$ cat src/rtl/square_channel_sequencer.sv
// Square-channel control: frame-step sequencer driving length, envelope and sweep.
// Produces registered frequency, duty, volume and enable for the tone generator.
module square_channel_sequencer #(
    parameter int LENGTH_MAX = 64
) (
    input  logic        I_BITCLK,
    input  logic        I_RESET,
    input  logic        I_FRAME_TICK,
    input  logic        I_TRIGGER,
    input  logic        I_FREQ_WRITE,
    input  logic [10:0] I_FREQUENCY,
    input  logic [1:0]  I_DUTY_CYCLE,
    input  logic        I_LENGTH_WRITE,
    input  logic [5:0]  I_LENGTH_LOAD,
    input  logic        I_LENGTH_EN,
    input  logic [3:0]  I_ENV_INIT,
    input  logic        I_ENV_UP,
    input  logic [2:0]  I_ENV_PERIOD,
    input  logic [2:0]  I_SWEEP_PERIOD,
    input  logic        I_SWEEP_DOWN,
    input  logic [2:0]  I_SWEEP_SHIFT,
    output logic [10:0] O_FREQUENCY,
    output logic [1:0]  O_DUTY_CYCLE,
    output logic [3:0]  O_VOLUME,
    output logic        O_WAVEFORM_EN
);

    localparam int LW = $clog2(LENGTH_MAX + 1);

    logic [2:0]    step;
    logic [LW-1:0] length;
    logic [2:0]    env_timer;
    logic [3:0]    sweep_timer;
    logic [10:0]   shadow;
    logic          sweep_en;

    logic          length_clk;
    logic          sweep_clk;
    logic          env_clk;
    logic          dac_on;
    logic          trig_ovf;
    logic          sw_ovf2;
    logic [11:0]   sw_new;
    logic [LW-1:0] len_wr;
    logic [3:0]    sweep_reload;

    function automatic logic [11:0] sweep_calc(
        input logic [10:0] f,
        input logic        down,
        input logic [2:0]  sh
    );
        logic [11:0] d;
        d = {1'b0, f >> sh};
        return down ? ({1'b0, f} - d) : ({1'b0, f} + d);
    endfunction

    function automatic logic sweep_ovf(
        input logic [10:0] f,
        input logic        down,
        input logic [2:0]  sh
    );
        logic [11:0] n;
        n = sweep_calc(f, down, sh);
        return n[11];
    endfunction

    always_comb begin
        length_clk   = I_FRAME_TICK & ~step[0];
        sweep_clk    = I_FRAME_TICK & (step[1:0] == 2'b10);
        env_clk      = I_FRAME_TICK & (step == 3'd7);
        dac_on       = (I_ENV_INIT != 4'd0) | I_ENV_UP;
        trig_ovf     = sweep_ovf(O_FREQUENCY, I_SWEEP_DOWN, I_SWEEP_SHIFT);
        sw_new       = sweep_calc(shadow, I_SWEEP_DOWN, I_SWEEP_SHIFT);
        sw_ovf2      = sweep_ovf(sw_new[10:0], I_SWEEP_DOWN, I_SWEEP_SHIFT);
        len_wr       = LW'(LENGTH_MAX) - LW'(I_LENGTH_LOAD);
        sweep_reload = (I_SWEEP_PERIOD == 3'd0) ? 4'd8 : {1'b0, I_SWEEP_PERIOD};
    end

    always_ff @(posedge I_BITCLK) begin
        if (I_RESET) begin
            step          <= '0;
            length        <= '0;
            env_timer     <= '0;
            sweep_timer   <= '0;
            shadow        <= '0;
            sweep_en      <= 1'b0;
            O_FREQUENCY   <= '0;
            O_DUTY_CYCLE  <= '0;
            O_VOLUME      <= '0;
            O_WAVEFORM_EN <= 1'b0;
        end else begin
            O_DUTY_CYCLE <= I_DUTY_CYCLE;
            if (I_FRAME_TICK) begin
                step <= step + 3'd1;
            end
            if (I_TRIGGER) begin
                O_WAVEFORM_EN <= dac_on;
                if (I_LENGTH_WRITE) begin
                    length <= (len_wr == '0) ? LW'(LENGTH_MAX) : len_wr;
                end else if (length == '0) begin
                    length <= LW'(LENGTH_MAX);
                end
                O_VOLUME    <= I_ENV_INIT;
                env_timer   <= I_ENV_PERIOD;
                shadow      <= O_FREQUENCY;
                sweep_timer <= sweep_reload;
                sweep_en    <= (I_SWEEP_PERIOD != 3'd0) | (I_SWEEP_SHIFT != 3'd0);
                if (I_SWEEP_SHIFT != 3'd0 && trig_ovf) begin
                    O_WAVEFORM_EN <= 1'b0;
                end
            end else begin
                if (I_LENGTH_WRITE) begin
                    length <= len_wr;
                end else if (length_clk && I_LENGTH_EN && length != '0) begin
                    length <= length - LW'(1);
                    if (length == LW'(1)) begin
                        O_WAVEFORM_EN <= 1'b0;
                    end
                end
                if (env_clk && I_ENV_PERIOD != 3'd0) begin
                    if (env_timer <= 3'd1) begin
                        env_timer <= I_ENV_PERIOD;
                        if (I_ENV_UP && O_VOLUME != 4'd15) begin
                            O_VOLUME <= O_VOLUME + 4'd1;
                        end else if (!I_ENV_UP && O_VOLUME != 4'd0) begin
                            O_VOLUME <= O_VOLUME - 4'd1;
                        end
                    end else begin
                        env_timer <= env_timer - 3'd1;
                    end
                end
                // an already-zero timer counts as expired
                if (sweep_clk) begin
                    if (sweep_timer <= 4'd1) begin
                        sweep_timer <= sweep_reload;
                        if (sweep_en && I_SWEEP_PERIOD != 3'd0) begin
                            if (sw_new[11]) begin
                                O_WAVEFORM_EN <= 1'b0;
                            end else if (I_SWEEP_SHIFT != 3'd0) begin
                                shadow      <= sw_new[10:0];
                                O_FREQUENCY <= sw_new[10:0];
                                if (sw_ovf2) begin
                                    O_WAVEFORM_EN <= 1'b0;
                                end
                            end
                        end
                    end else begin
                        sweep_timer <= sweep_timer - 4'd1;
                    end
                end
            end
            if (I_FREQ_WRITE) begin
                O_FREQUENCY <= I_FREQUENCY;
            end
            if (!dac_on) begin
                O_WAVEFORM_EN <= 1'b0;
            end
        end
    end

endmodule

$ cat config.mk
export PLATFORM = sky130hd
export DESIGN_NAME = square_channel_sequencer
export DESIGN_NICKNAME = d
export VERILOG_FILES = /design/src/rtl/square_channel_sequencer.sv
export SDC_FILE = /design/constraint.sdc
export NUM_CORES = 1
export LEC_CHECK = 0
export ABC_AREA = 1
export BUFFER_PORTS_ARGS = -buffer_cell sky130_fd_sc_hd__buf_2
export CORE_MARGIN = 2
export CORE_UTILIZATION = 48
export DETAILED_ROUTE_END_ITERATION = 10
export PLACE_DENSITY = 0.65
export SLEW_MARGIN = 10
export SYNTH_ARGS = -nofsm -noshare
export SYNTH_HDL_FRONTEND = slang
export SYNTH_SLANG_ARGS = --single-unit
$ cat constraint.sdc
create_clock -name I_BITCLK -period 7.78 [get_ports I_BITCLK]
set_input_delay 0.778 -clock I_BITCLK [delete_from_list [all_inputs] [get_ports I_BITCLK]]
set_output_delay 0.778 -clock I_BITCLK [all_outputs]
set_load 0.005 [all_outputs]
==> results.json <==
{
  "finalHoldViolCount": 0,
  "drv_cap": 0,
  "drt_iter0_markers": 638,
  "arrival_ns": 6.88,
  "worstPathMaxFanout": 34,
  "r2r_cells": 40,
  "synth.most_common_cell": "nand2_1",
  "antenna_found_initial": 0,
  "dr.pass1.iters": 6,
  "dieWidth_um": 110,
  "grtUsageTotal_pct": 28.6,
  "status": "finished, final reports clean",
  "reg2reg_from": "shadow[4]$_SDFFE_PP0P_",
  "synth_edf_count": 0,
  "drc": 0,
  "overflow": 0,
  "setup_violations": 0,
  "synthTopCellsByArea": "dfxtp_1 17%, nand2_1 15%, ha_1 10%, inv_1 8.0%, a21oi_1 5.8%",
  "fin_crit_sh_pct": 85.6,
  "finalNonFillerCells": 1050,
  "synth_cells": 877,
  "clkTransAtPathRegs_ns": 0.07,
  "cts_hold_buf": 0,
  "dp.cells": 1042,
  "first_global_vias": 5585,
  "crit_type": "input pin to flop",
  "fin_ws_ns": 1.12,
  "fmax_ghz": 0.150,
  "fp.coreArea_um2": 10900,
  "nets": 997,
  "max_stage_delay_ns": 0.50,
  "wire_per_inst_um": 15.9,
  "antenna_left": 0,
  "cts_setup_buffers": 0,
  "grt_setup_unrepaired": "no",
  "synth_adder_area_share_pct": 11.1,
  "vias": 5963,
  "placed_area_um2": 5720,
  "cts_buffer_depth": 2,
  "yosys.area.top_type": "dfxtp_1",
  "die-area_um2": 12200,
  "clock_skew_ns": 0.00533,
  "synth-xor-area-share_pct": 6.56,
  "portBuffers": 58,
  "cts_tree": "yes",
  "h-tree-depth": 2,
  "tns_ns": 0,
  "fin_area_um2": 5870,
  "rows": 38,
  "required_ns": 8.00,
  "cp_slowest_cell": "buf_2",
  "io_pins": 59,
  "tightest_slew_ns": 0.958,
  "synth_top_area_share_pct": 17.3,
  "critPathLaunchType": "input pin",
  "min_path_type": "flop to flop",
  "ys_warn_count": 0,
  "cts_buffers": 5,
  "grt_max_degree": 35,
  "synth_compound_area_share_pct": 22.0,
  "p_leak_nw": 2.99,
  "drive_gt1_share_pct": 11.6,
  "critPathLaunch": "I_SWEEP_SHIFT[0]",
  "ir_drop_mv": 0.113,
  "synthArstFlopShare_pct": 0,
  "grt_pass1_wl_um": 27200,
  "synth-seq-area-share_pct": 17.3,
  "insertion_delay_ns": 0.29,
  "crit_path_frequent_cell": "nand2_1",
  "timing.rr.end": "O_WAVEFORM_EN$_SDFF_PP0_",
  "synth-simple-area-share_pct": 30.3,
  "synth_common_cells": "216 x nand2_1, 116 x inv_1, 63 x a21oi_1",
  "syn_area_per_cell_um2": 6.19,
  "dp_slack_ns": 0.948,
  "clock-root-buffer": "clkbuf_16",
  "end_kind": "flop",
  "die_h_um": 110,
  "gp_congestion": 0.987,
  "holdWs_ns": 0.494,
  "wirelength_um": 16700,
  "post_cts_resized": 0,
  "synthToLayoutAreaGrowth_pct": 8.13,
  "period_needed_ns": 6.66,
  "endpoint": "O_WAVEFORM_EN$_SDFF_PP0_",
  "ys_ff_latch": 47,
  "slew_headroom_pct": 36.1,
  "power_density_nw_per_um2": 174,
  "ys_types": 51,
  "finalMaxSlewViolations": 0,
  "synth_top_family_by_area": "simple AND/OR/NAND/NOR gates",
  "synthMuxAreaShare_pct": 0.576,
  "synth_area_um2": 5430,
  "ys.flop_type": "dfxtp_1",
  "syn-num-nets": 965,
  "antenna_cells": 0,
  "viasPerCell": 5.68,
  "initial_core_util_pct": 49.7,
  "cts_num_sinks": 47,
  "dp_hpwl_um": 12900,
  "r2r_slack_ns": 2.06
}
-- logic make-up (layout without fill, tap and decap cells) --
family	after synthesis	count (layout)
DFF	47	47
AOI/OAI and AO/OA	201	201
adders and majority gates	47	47
muxes	3	3
xor gates and xnor gates	39	39
and+or+nand+nor	379	379
buffers and inverters	161	194
-- worst min-delay path by stage --
| stage | slack (ns) | to | startpoint | depth (start not counted) |
|---|---|---|---|---|
| after floorplan | 0.46 | step[0]$_SDFFE_PP0P_ | step[0]$_SDFFE_PP0P_ | 2 |
| after global placement | 0.47 | step[0]$_SDFFE_PP0P_ | step[0]$_SDFFE_PP0P_ | 2 |
| after detailed placement | 0.49 | env_timer[0]$_SDFFE_PP0P_ | env_timer[0]$_SDFFE_PP0P_ | 2 |
| after CTS | 0.50 | env_timer[0]$_SDFFE_PP0P_ | env_timer[0]$_SDFFE_PP0P_ | 2 |
| after global routing | 0.52 | env_timer[0]$_SDFFE_PP0P_ | env_timer[0]$_SDFFE_PP0P_ | 2 |
| final | 0.49 | step[0]$_SDFFE_PP0P_ | step[0]$_SDFFE_PP0P_ | 2 |
-- state kept, by name, indices dropped and copies added (netlist names) --
register / flops
length: 7
env_timer: 3
step: 3
O_DUTY_CYCLE: 2
sweep_timer: 4
O_FREQUENCY: 11
shadow: 11
O_WAVEFORM_EN: 1
O_VOLUME: 4
sweep_en: 1
-- layer usage --
| layer | global-route usage [%] | routed length, um | vias to the layer above |
|---|---|---|---|
| met5 | 0 | 0 | - |
| met4 | 10.7 | 447 | 0 |
| met3 | 3.94 | 914 | 37 |
| met2 | 50.0 | 8140 | 196 |
| met1 | 35.6 | 7230 | 2740 |
| li1 | - | - | 2990 |
-- placed cells by master, fill, tap and decap left out, drive strengths merged, types with 28 or more instances in the layout --
cell type / Yosys / final
inv: 126 / 126
ha: 45 / 45
o21ai: 71 / 71
buf: 20 / 59
nand2: 225 / 225
nor2: 59 / 59
xor2: 28 / 28
nand3: 66 / 66
dfxtp: 47 / 47
a21oi: 63 / 63
-- stage by stage --
step,total power [mW],utilization (%)
after floorplan,0.663,-
after global placement,0.782,52.3
after detailed placement,0.789,52.3
after CTS,1.02,53.7
after global routing,1.11,53.7
final,1.02,53.7
-- where the power goes --
part | internal (mW) | switching, mW | leakage, nW
registers | 0.260 | 0.0258 | 0.389
clock network | 0.129 | 0.0957 | 0.0741
logic | 0.180 | 0.329 | 2.53
total | 0.569 | 0.450 | 2.99
-- cell type report --
type	count	area, um2
clock inverters	1	8.76
repair buffers	59	298
clock buffers	7	143
well taps	140	175
inverters	127	477
flip-flops and latches	47	941
fillers	1156	5060
multi-input cells	669	3830
-- worst max-delay path, delay by kind of cell --
kind	cells	cell delay [ns]
simple gates	25	2.37
buf+inv	5	1.17
fa+ha+maj	4	1.18
compound gates	7	1.17
xor+xnor	1	0.18
(Power assumes the default switching activity.)
